File: src/rtl/uart_pkg.sv
// Shared UART definitions: receive FSM states, default frame geometry and a parity helper.
package uart_pkg;

  localparam int UART_DATA_BITS  = 8;
  localparam int UART_OVERSAMPLE = 16;

  typedef enum logic [2:0] {
    IDLE,
    START,
    DATA,
    PARITY,
    STOP
  } uart_state_t;

  // Even parity fails on XOR=1, odd parity fails on XOR=0.
  function automatic logic parity_mismatch(input logic xor_all, input logic odd);
    return xor_all ^ odd;
  endfunction

endpackage

File: src/rtl/sync_2ff.sv
// Two-flop synchroniser for an asynchronous level; both flops reset to 1 so an idle-high
// line never shows a spurious low edge out of reset.
module sync_2ff (
  input  logic clk,
  input  logic reset,
  input  logic d,
  output logic q
);

  logic meta_reg;
  logic sync_reg;

  always_ff @(posedge clk) begin
    if (reset) begin
      meta_reg <= 1'b1;
      sync_reg <= 1'b1;
    end else begin
      meta_reg <= d;
      sync_reg <= meta_reg;
    end
  end

  assign q = sync_reg;

endmodule

File: src/rtl/uart_rx_frame_ctrl.sv
// UART receive frame controller: start qualification, mid-bit data strobes, stop/parity check.
// Optional parity bit compiled in with `define UART_RX_PARITY_EN.
module uart_rx_frame_ctrl
  import uart_pkg::*;
#(
  parameter int DATA_BITS  = UART_DATA_BITS,
  parameter int OVERSAMPLE = UART_OVERSAMPLE,
  parameter bit PARITY_ODD = 1'b0
) (
  input  logic clk,
  input  logic reset,
  input  logic tick_16x,
  input  logic rx,
  output logic baud_out,
  output logic enable_SIPO,
  output logic rx_bit,
  output logic busy,
  output logic frame_done,
  output logic frame_error,
  output logic parity_error
);

  localparam int OS_W = $clog2(OVERSAMPLE);
  localparam int BC_W = $clog2(DATA_BITS + 1);
  localparam logic [OS_W-1:0] OS_HALF = OS_W'(OVERSAMPLE / 2 - 1);
  localparam logic [OS_W-1:0] OS_LAST = OS_W'(OVERSAMPLE - 1);
  localparam logic [BC_W-1:0] BC_LAST = BC_W'(DATA_BITS - 1);

  logic rx_s;

  uart_state_t     state_reg, state_next;
  logic [OS_W-1:0] os_cnt_reg, os_cnt_next;
  logic [BC_W-1:0] bit_cnt_reg, bit_cnt_next;
  logic [1:0]      settle_reg, settle_next;
  logic            armed_reg, armed_next;
  logic            rx_bit_reg, rx_bit_next;
  logic            baud_reg, baud_next;
  logic            enable_reg, enable_next;
  logic            busy_reg, busy_next;
  logic            done_reg, done_next;
  logic            err_reg, err_next;
  logic            perr_reg, perr_next;
  logic            mid_tick;

`ifdef UART_RX_PARITY_EN
  logic par_acc_reg, par_acc_next;
  logic par_err_reg, par_err_next;
`else
  logic unused_parity_odd;
  assign unused_parity_odd = PARITY_ODD;
`endif

  sync_2ff u_sync (
    .clk  (clk),
    .reset(reset),
    .d    (rx),
    .q    (rx_s)
  );

  assign mid_tick = tick_16x && (os_cnt_reg == OS_LAST);

  always_comb begin
    state_next   = state_reg;
    os_cnt_next  = tick_16x ? os_cnt_reg + OS_W'(1) : os_cnt_reg;
    bit_cnt_next = bit_cnt_reg;
    settle_next  = (settle_reg == 2'd2) ? settle_reg : settle_reg + 2'd1;
    armed_next   = armed_reg;
    rx_bit_next  = rx_bit_reg;
    baud_next    = 1'b0;
    done_next    = 1'b0;
    err_next     = 1'b0;
    perr_next    = 1'b0;
`ifdef UART_RX_PARITY_EN
    par_acc_next = par_acc_reg;
    par_err_next = par_err_reg;
`endif

    case (state_reg)
      IDLE: begin
        os_cnt_next = '0;
        // Arm only on a genuine high once the synchroniser has flushed its reset value,
        // so a line that stays low (break, aborted frame) cannot start a new frame.
        if ((settle_reg == 2'd2) && rx_s) armed_next = 1'b1;
        if (armed_reg && !rx_s) begin
          state_next = START;
          armed_next = 1'b0;
        end
      end
      START: begin
        if (tick_16x && (os_cnt_reg == OS_HALF)) begin
          if (!rx_s) begin
            state_next   = DATA;
            bit_cnt_next = '0;
`ifdef UART_RX_PARITY_EN
            par_acc_next = 1'b0;
            par_err_next = 1'b0;
`endif
          end else begin
            state_next = IDLE;
          end
        end
      end
      DATA: begin
        if (mid_tick) begin
          os_cnt_next  = '0;
          rx_bit_next  = rx_s;
          baud_next    = 1'b1;
          bit_cnt_next = bit_cnt_reg + BC_W'(1);
`ifdef UART_RX_PARITY_EN
          par_acc_next = par_acc_reg ^ rx_s;
          if (bit_cnt_reg == BC_LAST) state_next = PARITY;
`else
          if (bit_cnt_reg == BC_LAST) state_next = STOP;
`endif
        end
      end
`ifdef UART_RX_PARITY_EN
      PARITY: begin
        if (mid_tick) begin
          par_err_next = parity_mismatch(par_acc_reg ^ rx_s, PARITY_ODD);
          state_next   = STOP;
        end
      end
`endif
      STOP: begin
        if (mid_tick) begin
          done_next  = rx_s;
          err_next   = !rx_s;
`ifdef UART_RX_PARITY_EN
          perr_next  = par_err_reg;
`endif
          state_next = IDLE;
        end
      end
      default: state_next = IDLE;
    endcase

    if (state_next != state_reg) os_cnt_next = '0;
    // Stays high through the strobe of the last data bit.
    enable_next = (state_next == DATA) || baud_next;
    busy_next   = (state_next != IDLE);
  end

  always_ff @(posedge clk) begin
    if (reset) begin
      state_reg   <= IDLE;
      os_cnt_reg  <= '0;
      bit_cnt_reg <= '0;
      settle_reg  <= 2'd0;
      armed_reg   <= 1'b0;
      rx_bit_reg  <= 1'b0;
      baud_reg    <= 1'b0;
      enable_reg  <= 1'b0;
      busy_reg    <= 1'b0;
      done_reg    <= 1'b0;
      err_reg     <= 1'b0;
      perr_reg    <= 1'b0;
    end else begin
      state_reg   <= state_next;
      os_cnt_reg  <= os_cnt_next;
      bit_cnt_reg <= bit_cnt_next;
      settle_reg  <= settle_next;
      armed_reg   <= armed_next;
      rx_bit_reg  <= rx_bit_next;
      baud_reg    <= baud_next;
      enable_reg  <= enable_next;
      busy_reg    <= busy_next;
      done_reg    <= done_next;
      err_reg     <= err_next;
      perr_reg    <= perr_next;
    end
  end

`ifdef UART_RX_PARITY_EN
  always_ff @(posedge clk) begin
    if (reset) begin
      par_acc_reg <= 1'b0;
      par_err_reg <= 1'b0;
    end else begin
      par_acc_reg <= par_acc_next;
      par_err_reg <= par_err_next;
    end
  end
`endif

  assign baud_out     = baud_reg;
  assign enable_SIPO  = enable_reg;
  assign rx_bit       = rx_bit_reg;
  assign busy         = busy_reg;
  assign frame_done   = done_reg;
  assign frame_error  = err_reg;
  assign parity_error = perr_reg;

endmodule
File: config.mk
export PLATFORM = sky130hd
export DESIGN_NAME = uart_rx_frame_ctrl
export DESIGN_NICKNAME = d
export VERILOG_FILES = /design/src/rtl/uart_pkg.sv /design/src/rtl/sync_2ff.sv /design/src/rtl/uart_rx_frame_ctrl.sv
export SDC_FILE = /design/constraint.sdc
export NUM_CORES = 1
export LEC_CHECK = 0
export ABC_AREA = 0
export BUFFER_PORTS_ARGS = -buffer_cell sky130_fd_sc_hd__buf_2
export CORE_UTILIZATION = 55
export DETAILED_ROUTE_END_ITERATION = 6
export PLACE_DENSITY_LB_ADDON = 0.2
export SLEW_MARGIN = 20
export SYNTH_ARGS = -nofsm -noshare
export SYNTH_HDL_FRONTEND = slang
export SYNTH_SLANG_ARGS = --single-unit
File: constraint.sdc
create_clock -name clk -period 1.81 [get_ports clk]
set_input_delay 0.181 -clock clk [delete_from_list [all_inputs] [get_ports clk]]
set_output_delay 0.181 -clock clk [all_outputs]
set_load 0.05 [all_outputs]
==> reports/metrics.csv, run 1 <==
stage,metric,value,unit
status,status,completed,
min_path,whs_path_depth,2,
synthesis,synth_fp_nets,115,
placed_design,dp_cells,134,
timing,relSlewSlack,0.612,
placed_design,gp_congestion,0.708,
worst_setup_path,r2r_cells,4,
timing,layout_setup_ws,0.263,ns
routing,firstDrtPassIters,4,
clock_tree,clock_sinks,22,
routing,met3WireLength,66,um
die,die_y,45.3,um
clock_tree,hold_buffers,0,
layout,nNetsFinal,121,
synthesis,synth_seq_area_share,0.428,
synthesis,synth_area_per_cell,9.53,um2
worst_setup_path,arrival,1.76,ns
timing,max_freq,646,MHz
timing,period_share,0.855,
worst_setup_path,critPathKind,register to register,
timing,slew_viol_final,0,
worst_setup_path,start_kind,register,
routing,wirelength_met1,805,um
routing,wl_per_cell,12.0,um
worst_setup_path,reg2reg_slack,0.26,ns
worst_setup_path,path_cells,"nand2b_4, nor4_4, nor2_1, a31o_2",
worst_setup_path,crit_required,2.02,ns
layout,final_cell_mix,"dfxtp_1 (22), nor2_1 (12), buf_2 (9), a21oi_1 (6)",
power,pwr_density_cell,812,nW/um2
timing,worst_pin_slew,0.582,ns
layout,final_cell_area,1080,um2
routing,routed_wl,1.64,mm
worst_setup_path,path_buf_inv,0,
clock_tree,post-cts-setup-buffers,0,
grt,grt_pass1_wl,2.88,mm
routing,ant_nets,0,
die,start_util,0.590,
power,leakage,0.397,nW
layout,area_delta_synth_final,4.74,%
layout,drive_above_1_share,0.196,
layout,stdcell_count,137,
worst_setup_path,max_stage_delay,0.71,ns
clock_tree,clkTransAtPathRegs,0.11,ns
worst_setup_path,end_kind,register,
min_path,min_to,u_sync.meta_reg,
placed_design,dp_hpwl,1.19,mm
power,irDropWorstVdd,0.000605,V
die,die_w,45.3,um
timing,setup_viol,0,
worst_setup_path,r2r_end,bit_cnt_reg[1],
timing,clock_skew,0.00379,ns
clock_tree,clkLatencyLatePin,0.30,ns
placed_design,portBuffers,9,
timing,rsz0062_at_grt,false,
worst_setup_path,r2r_start,state_reg[0],
layout,layout_commonest_cell,dfxtp_1,
synthesis,synthesis.instances,108,
clock_tree,clockBufferDepth,2,
flow_run,drv_cap,0,
clock_tree,cts_tree,built,
routing,wl_met2,741,um
synthesis,synthesis.area,1030,um2
grt,antenna_found_initial,0,
routing,drc,0,
timing,period_needed,1.55,ns
routing,viasPerCell,5.54,
timing,finalHoldViolations,0,
worst_setup_path,crit_slowest_cell,dfxtp_1,
die,die_area,2050,um2
placed_design,place_area,1060,um2
die,core_area,1750,um2
routing,maxUsedRoutingLayer,met4,
clock_tree,cts.repair.resized,0,
worst_setup_path,worstPathMaxFanout,14,
min_path,min_path_type,input pin to register,
placed_design,preCtsSetupSlack,0.280,ns
synthesis,synth_seq_cells,22,
routing,vias,759,
grt,overflow,0,
synthesis,yosys_warnings,0,
clock_tree,numCtsBuffers,3,
die,top_level_ports,11,
routing,drtIter0Drc,12,
timing,whs,0.0553,ns
layout,diodes,0,
grt,grt_max_degree,22,
die,num_rows,15,
grt,grt_pass1_vias,652,
clock_tree,clockRootBuffer,clkbuf_4,
synthesis,yosysUniqueCellTypes,37,
grt,grtUsageTotal,0.194,
worst_setup_path,cp_top_family,flip-flops,
timing,tns,0,ns
layout,num-fill-cells,156,
clock_tree,htreeDepth,1,
min_path,hold_start,rx,
[where the power goes]
group | total (mW) | leakage, nW | internal, mW | switching [mW]
clock network | 0.211 | 0.0138 | 0.0777 | 0.133
registers | 0.542 | 0.178 | 0.516 | 0.0254
logic | 0.123 | 0.205 | 0.0553 | 0.0678
[how the worst max path moves through the flow]
stage	from	end	slack (ns)	cells after the start
after global placement	state_reg[0]	bit_cnt_reg[1]	0.32	4
after global routing	os_cnt_reg[0]	bit_cnt_reg[1]	0.09	5
after floorplan	os_cnt_reg[0]	bit_cnt_reg[1]	0.40	5
after CTS	os_cnt_reg[0]	bit_cnt_reg[1]	0.26	5
final	state_reg[0]	bit_cnt_reg[1]	0.26	4
after detailed placement	os_cnt_reg[0]	bit_cnt_reg[1]	0.28	5
[routing by layer]
layer | global-route usage | vias to the layer above
met3 | 0.0360 | 4
met2 | 0.296 | 18
li1 | - | 394
met1 | 0.265 | 343
met5 | 0 | -
met4 | 0.0909 | 0
[per-stage QoR]
stage                     power, mW   util
final                         0.876  0.618
after global routing          0.924  0.618
after CTS                     0.887  0.618
after detailed placement      0.678  0.605
after global placement        0.671  0.605
after floorplan               0.659      -
[final cells by class]
cell class              count  area (um2)  area share
flip-flops and latches     22         440       0.408
clock buffers               3        22.5      0.0209
multi-input cells          75         528       0.490
well taps                  25        31.3      0.0290
repair buffers              9        45.0      0.0418
inverters                   3        11.3      0.0104
[kinds of logic after synthesis]
| kind of cell | share of synthesized area |
|---|---|
| simple gates | 0.307 |
| flops | 0.428 |
| compound gates | 0.0960 |
| buf+inv | 0.0595 |
| xor+xnor | 0.0595 |
| fa+ha+maj | 0.0365 |
| other cells | 0.00364 |
| mux | 0.00972 |
[cells in the mapped netlist]
| cell | count | share of area |
|---|---|---|
| dfxtp_1 | 22 | 0.43 |
| nor2_1 | 12 | 0.044 |
| a21oi_1 | 6 | 0.029 |
| nor3_1 | 5 | 0.024 |
| xor2_1 | 5 | 0.043 |
| nand2_1 | 4 | 0.015 |
| nand3_1 | 4 | 0.019 |
| buf_4 | 3 | 0.022 |
| clkbuf_1 | 3 | 0.011 |
| ha_1 | 3 | 0.036 |
| inv_1 | 3 | 0.011 |
| nand4_1 | 3 | 0.018 |
| nand4b_1 | 3 | 0.026 |
| nor4_1 | 3 | 0.018 |
| nand2b_1 | 2 | 0.012 |
| nor3b_1 | 2 | 0.015 |
| nor4b_1 | 2 | 0.017 |
| o31ai_1 | 2 | 0.015 |
| or2_2 | 2 | 0.012 |
| xnor2_1 | 2 | 0.017 |
| a211o_1 | 1 | 0.0085 |
| a31o_2 | 1 | 0.0085 |
| a31oi_1 | 1 | 0.0061 |
| and3_1 | 1 | 0.0061 |
| and4_4 | 1 | 0.011 |
| buf_2 | 1 | 0.0049 |
| buf_6 | 1 | 0.011 |
| conb_1 | 1 | 0.0036 |
| mux2i_1 | 1 | 0.0097 |
| nand2b_4 | 1 | 0.013 |
| nor3_2 | 1 | 0.0097 |
| nor3b_4 | 1 | 0.018 |
| nor4_4 | 1 | 0.021 |
| o211ai_2 | 1 | 0.012 |
| o21ai_2 | 1 | 0.0085 |
| o31a_1 | 1 | 0.0085 |
| or3b_1 | 1 | 0.0085 |
Note: power is estimated with default switching activity, not from simulation.
==> run 2: changes to the inputs <==
--- a/config.mk
+++ b/config.mk
@@ -5,7 +5,7 @@
 export SDC_FILE = /design/constraint.sdc
 export NUM_CORES = 1
 export LEC_CHECK = 0
-export ABC_AREA = 0
+export ABC_AREA = 1
 export BUFFER_PORTS_ARGS = -buffer_cell sky130_fd_sc_hd__buf_2
 export CORE_UTILIZATION = 55
 export DETAILED_ROUTE_END_ITERATION = 6
==> run 2 against run 1 <==
Net effect: the run now ends with DRC left; synthesized area decreased by 4.7%; wire length increased by 9.5%; core utilization increased by 6.1 points; sequential cell count unchanged; global-route usage increased by 1.5 points; via count increased by 14%; critical path depth increased by 3; count of clock-buffer cells in the layout increased by 1; clock power increased by 26%; critical path type unchanged; critical endpoint is now os_cnt_reg[1].
==> reports/metrics.csv, run 2 <==
stage,metric,value,unit
status,status,"complete, but fails checks",
status,violations,DRC,
die,core_area,1580,um2
power,power_frac_comb,0.089,
synthesis,synthesis.instances,129,
layout,final_cell_mix,"nand2_1 (25), dfxtp_1 (22), nor2_1 (18), inv_1 (12)",
synthesis,synth_common_cells,"nand2_1 (25), dfxtp_1 (22), nor2_1 (18)",
power,pwr_density_cell,812,nW/um2
timing,max_freq,700,MHz
layout,drive_above_1_share,0.164,
routing,firstDrtPassIters,7,
worst_setup_path,crit_slowest_cell,dfxtp_1,
layout,nNetsFinal,148,
timing,period_share,0.789,
die,die_y,44.2,um
synthesis,synth_area_per_cell,7.60,um2
layout,diodes,0,
worst_setup_path,crit_required,2.05,ns
worst_setup_path,end_kind,register,
worst_setup_path,path_cells,"ha_1, nand2_1, nor2_1, nand3_1, nand3_1, nand3_2, nor2_1",
clock_tree,cts_tree,built,
clock_tree,cts.repair.resized,0,
power,seqPwrFrac,0.605,
clock_tree,hold_buffers,0,
timing,tns,0,ns
placed_design,portBuffers,9,
routing,wl_per_cell,11.5,um
min_path,min_path_type,input pin to register,
synthesis,synth_area_leaders,"dfxtp_1 (45%), nand2_1 (9.6%), nor2_1 (6.9%)",
worst_setup_path,worstPathMaxFanout,5,
synthesis,synthArstFlopShare,0,
synthesis,yosysUniqueCellTypes,23,
power,leakage,0.481,nW
worst_setup_path,arrival,1.67,ns
synthesis,synth_top_flop_cell,dfxtp_1,
power,irDropWorstVdd,0.000546,V
worst_setup_path,start_kind,register,
clock_tree,htreeDepth,1,
power,pwr-share-clk,0.306,
timing,setup_viol,0,
grt,overflow,0,
flow_run,drv_cap,0,
synthesis,synth_most_common_cell,nand2_1,
synthesis,synth_top_area_share,0.449,
routing,routed_wl,1.80,mm
placed_design,gp_congestion,0.883,
timing,clock_skew,0.00249,ns
synthesis,synth_edf_count,0,
die,num_rows,14,
clock_tree,clockBufferDepth,2,
routing,vias,864,
synthesis,yosys_warnings,0,
die,die_w,44.2,um
synthesis,synth_seq_cells,22,
synthesis,synthesis.area,981,um2
worst_setup_path,max_stage_delay,0.42,ns
worst_setup_path,path_buf_inv,0,
layout,area_delta_synth_final,9.06,%
layout,layout_commonest_cell,nand2_1,
placed_design,place_area,1030,um2
timing,finalHoldViolations,0,
die,top_level_ports,11,
clock_tree,clkTransAtPathRegs,0.12,ns
clock_tree,clkLatencyLatePin,0.30,ns
power,netSwitchingFraction,0.239,
timing,slew_viol_final,0,
die,start_util,0.622,
clock_tree,clock_sinks,22,
timing,period_needed,1.43,ns
routing,drc,1,
routing,viasPerCell,5.54,
synthesis,synth_fp_nets,136,
synthesis,synth_seq_area_share,0.449,
clock_tree,post-cts-setup-buffers,0,
grt,grt_pass1_vias,726,
die,die_area,1960,um2
grt,antenna_found_initial,0,
clock_tree,numCtsBuffers,3,
synthesis,synth_top_area_cell,dfxtp_1,
grt,grt_pass1_wl,2.96,mm
worst_setup_path,critPathKind,register to register,
power,p_int,661,uW
placed_design,dp_hpwl,1.43,mm
layout,final_cell_area,1070,um2
power,p_sw,207,uW
worst_setup_path,cp_top_family,simple AND/OR/NAND/NOR gates,
routing,ant_nets,0,
timing,rsz0062_at_grt,false,
layout,utilization,0.679,
grt,grt_max_degree,13,
routing,drtIter0Drc,35,
layout,num-fill-cells,141,
grt,grtUsageTotal,0.209,
clock_tree,clockRootBuffer,clkbuf_4,
==> run 2: changes by cell type in the layout (fill, tap and decap cells not counted), moves of 3 or more <==
cell | before | now
a21oi_1 | 6 | 9
nor2_1 | 12 | 18
nand2_2 | 0 | 3
nand3_1 | 4 | 9
inv_1 | 3 | 12
o21ai_0 | 0 | 6
nor2_2 | 0 | 3
nand4b_1 | 3 | 0
nor4_1 | 3 | 0
nand2_1 | 4 | 25
nor3_1 | 5 | 1
==> run 2: layout make-up <==
type | count | area [um2] | share of cell area
well taps | 16 | 20.0 | 0.0187
multi-input cells | 93 | 483 | 0.451
repair buffers | 9 | 45.0 | 0.0421
clock buffers | 4 | 36.3 | 0.0339
flip-flops and latches | 22 | 440 | 0.412
inverters | 12 | 45.0 | 0.0421
==> run 2: cell families after synthesis <==
kind of cell | Yosys count | share of synthesized area
AO/OA/AOI/OAI | 16 | 0.0829
XOR/XNOR | 4 | 0.0357
adder cells (fa/ha/maj) | 3 | 0.0383
buffers and inverters | 14 | 0.0587
flip-flops | 22 | 0.449
multiplexers | 1 | 0.0102
other | 1 | 0.00382
AND/OR/NAND/NOR | 68 | 0.321
==> run 2: layer usage <==
layer  wire length (um)  global-route usage
met1                781               0.253
met2                850               0.350
met3                138              0.0653
met4                 24              0.0727
met5                  0                   0
==> run 2: path summary, 6_finish.rpt <==
check	startpoint	end	slack [ns]	cells after the start
max	bit_cnt_reg[0]	os_cnt_reg[1]	0.38	7
min	rx	u_sync.meta_reg	0.05	2
max reg2reg	bit_cnt_reg[0]	os_cnt_reg[1]	0.38	7
min reg2reg	u_sync.meta_reg	u_sync.q	0.44	1
==> run 2: power by group through the flow <==
stage | logic (mW) | registers, mW | clock network [mW]
detailed placement | 0.0788 | 0.536 | 0
floorplan | 0.0601 | 0.536 | 0
global route | 0.0908 | 0.527 | 0.291
CTS | 0.0787 | 0.525 | 0.272
finish | 0.0774 | 0.525 | 0.266
global placement | 0.0752 | 0.535 | 0
==> run 2: per-stage QoR <==
step / hold slack [ns] / total power, mW / std cells / setup WS [ns]
finish: 0.0477 / 0.868 / 156 / 0.382
global route: 0.0313 / 0.909 / 156 / 0.245
CTS: 0.0421 / 0.876 / 156 / 0.384
detailed placement: 0.368 / 0.615 / 152 / 0.411
global placement: 0.366 / 0.610 / 152 / 0.497
floorplan: 0.285 / 0.596 / 129 / 0.559
==> run 3: changes to the inputs <==
==> constraint.sdc (replaced) <==
create_clock -name clk -period 1.4 [get_ports clk]
set_input_delay 0.14 -clock clk [delete_from_list [all_inputs] [get_ports clk]]
set_output_delay 0.14 -clock clk [all_outputs]
set_load 0.05 [all_outputs]
==> run 3 against run 2 <==
Net effect: the run still ends with DRC left; sequential power is 30% higher; final cell count increased by 2.6%; hold slack better by 0.073 ns; sequential share of layout area decreased by 3.4 points; non-clock buffer count grew 4; power rose by 47%; critical endpoint unchanged; largest cell class unchanged.
==> reports/metrics.csv, run 3 (same netlist as run 2, synthesis figures left out) <==
stage,metric,value,unit
placed_design,gp_congestion,0.891,
min_path,min_path_type,input pin to register,
worst_setup_path,worstPathMaxFanout,4,
clock_tree,numCtsBuffers,3,
layout,final_cell_mix,"nand2_1 (23), dfxtp_1 (17), nor2_1 (14), inv_1 (11), buf_2 (9)",
grt,grtUsageMet1,0.290,
grt,grt_pass1_wl,3.39,mm
timing,slew_viol_final,0,
grt,antenna_found_initial,0,
layout,diodes,0,
grt,grt_max_degree,14,
grt,grtUsageTotal,0.242,
routing,firstDrtPassIters,6,
die,start_util,0.622,
timing,finalHoldViolations,0,
routing,drc,1,
clock_tree,clockBufferDepth,2,
clock_tree,htreeDepth,1,
power,pwr_density_cell,1080,nW/um2
timing,max_freq,727,MHz
routing,routed_wl,2.26,mm
routing,viasPerCell,5.77,
die,die_w,44.2,um
worst_setup_path,critPathKind,register to register,
worst_setup_path,crit_slowest_cell,dfxtp_1,
layout,nNetsFinal,152,
routing,wl_per_cell,14.1,um
flow_run,drv_cap,0,
clock_tree,clkTransAtPathRegs,0.12,ns
layout,area_delta_synth_final,20.4,%
die,top_level_ports,11,
worst_setup_path,arrival,1.64,ns
clock_tree,clockRootBuffer,clkbuf_4,
die,die_y,44.2,um
worst_setup_path,crit_required,1.66,ns
timing,period_share,0.983,
status,violations,DRC,
timing,whs,0.120,ns
layout,final_cell_area,1180,um2
power,leakage,0.535,nW
grt,grt-busiest-layer,met2,
die,core_area,1580,um2
placed_design,place_area,1040,um2
grt,gr-usage-met2,0.400,
die,num_rows,14,
clock_tree,clock_sinks,22,
worst_setup_path,end_kind,register,
layout,layout_commonest_cell,nand2_1,
grt,grt.met3_usage,0.0408,
routing,vias,923,
worst_setup_path,path_cells,"ha_1, nand2_1, nor2_2, nand3_2, nand3_1, nand3_2, nor2_2",
worst_setup_path,start_kind,register,
grt,overflow,0,
routing,drtIter0Drc,31,
power,irDropWorstVdd,0.000861,V
timing,period_needed,1.38,ns
worst_setup_path,max_stage_delay,0.37,ns
timing,clock_skew,0.00655,ns
placed_design,dp_hpwl,1.44,mm
timing,setup_viol,0,
placed_design,portBuffers,9,
clock_tree,clkLatencyLatePin,0.32,ns
layout,drive_above_1_share,0.292,
routing,ant_nets,0,
clock_tree,cts_tree,built,
grt,grt_pass1_vias,854,
die,die_area,1960,um2
status,status,"complete, but fails checks",
run 3: worst paths after layout:
path	to	cells past startpoint	slack [ns]	startpoint
min reg2reg	u_sync.q	1	0.44	u_sync.meta_reg
max	os_cnt_reg[1]	7	0.02	bit_cnt_reg[0]
min	bit_cnt_reg[1]	2	0.12	reset
max reg2reg	os_cnt_reg[1]	7	0.02	bit_cnt_reg[0]
run 3: through the flow:
| step | cells | worst slack [ns] | total power, mW | TNS [ns] | util |
|---|---|---|---|---|---|
| 4_1_cts | 160 | 0.0120 | 1.28 | 0 | 0.720 |
| 3_3_place_gp | 153 | 0.0883 | 0.788 | 0 | 0.660 |
| 6_report | 160 | 0.0236 | 1.28 | 0 | 0.749 |
| 5_1_grt | 160 | -0.0513 | 1.32 | -0.214 | 0.749 |
| 3_5_place_dp | 153 | -0.00771 | 0.795 | -0.00771 | 0.660 |
| 2_1_floorplan | 129 | 0.149 | 0.770 | 0 | - |
run 3: layout make-up:
| cell class | instances | area (um2) |
|---|---|---|
| timing repair buffer | 13 | 77.6 |
| sequential | 22 | 447 |
| inverter | 12 | 45.0 |
| clock buffer | 3 | 22.5 |
| clock inverter | 1 | 30.0 |
| tap | 16 | 20.0 |
| multi-input combinational | 93 | 539 |
| fill | 123 | 395 |
run 3: power by group:
group / leakage [nW] / internal (mW) / total [mW] / switching [mW]
clock network: 0.0279 / 0.290 / 0.490 / 0.200
logic: 0.326 / 0.0392 / 0.108 / 0.0689
registers: 0.181 / 0.660 / 0.680 / 0.0195
run 3: timing repair:
item                                   in CTS  in global routing
setup endpoints to repair                   4                  8
endpoints found under the hold margin       1                  0
gates resized for setup                     7                 13
setup buffers                               2                  0
pin swaps                                   5                  3
hold buffers                                1                  0
run 3: metal layers:
layer  vias to the layer above  routed length (um)
li1                        450                   -
met1                       419                 929
met2                        47                1110
met3                         7                 169
met4                         0                  53
met5                         -                   0
run 3: worst max-delay path: cells and delay by family, from the launching register on:
kind	cells	cell delay [ns]
adder cells (fa/ha/maj)	1	0.19
flip-flops	1	0.37
AND/OR/NAND/NOR	6	0.75
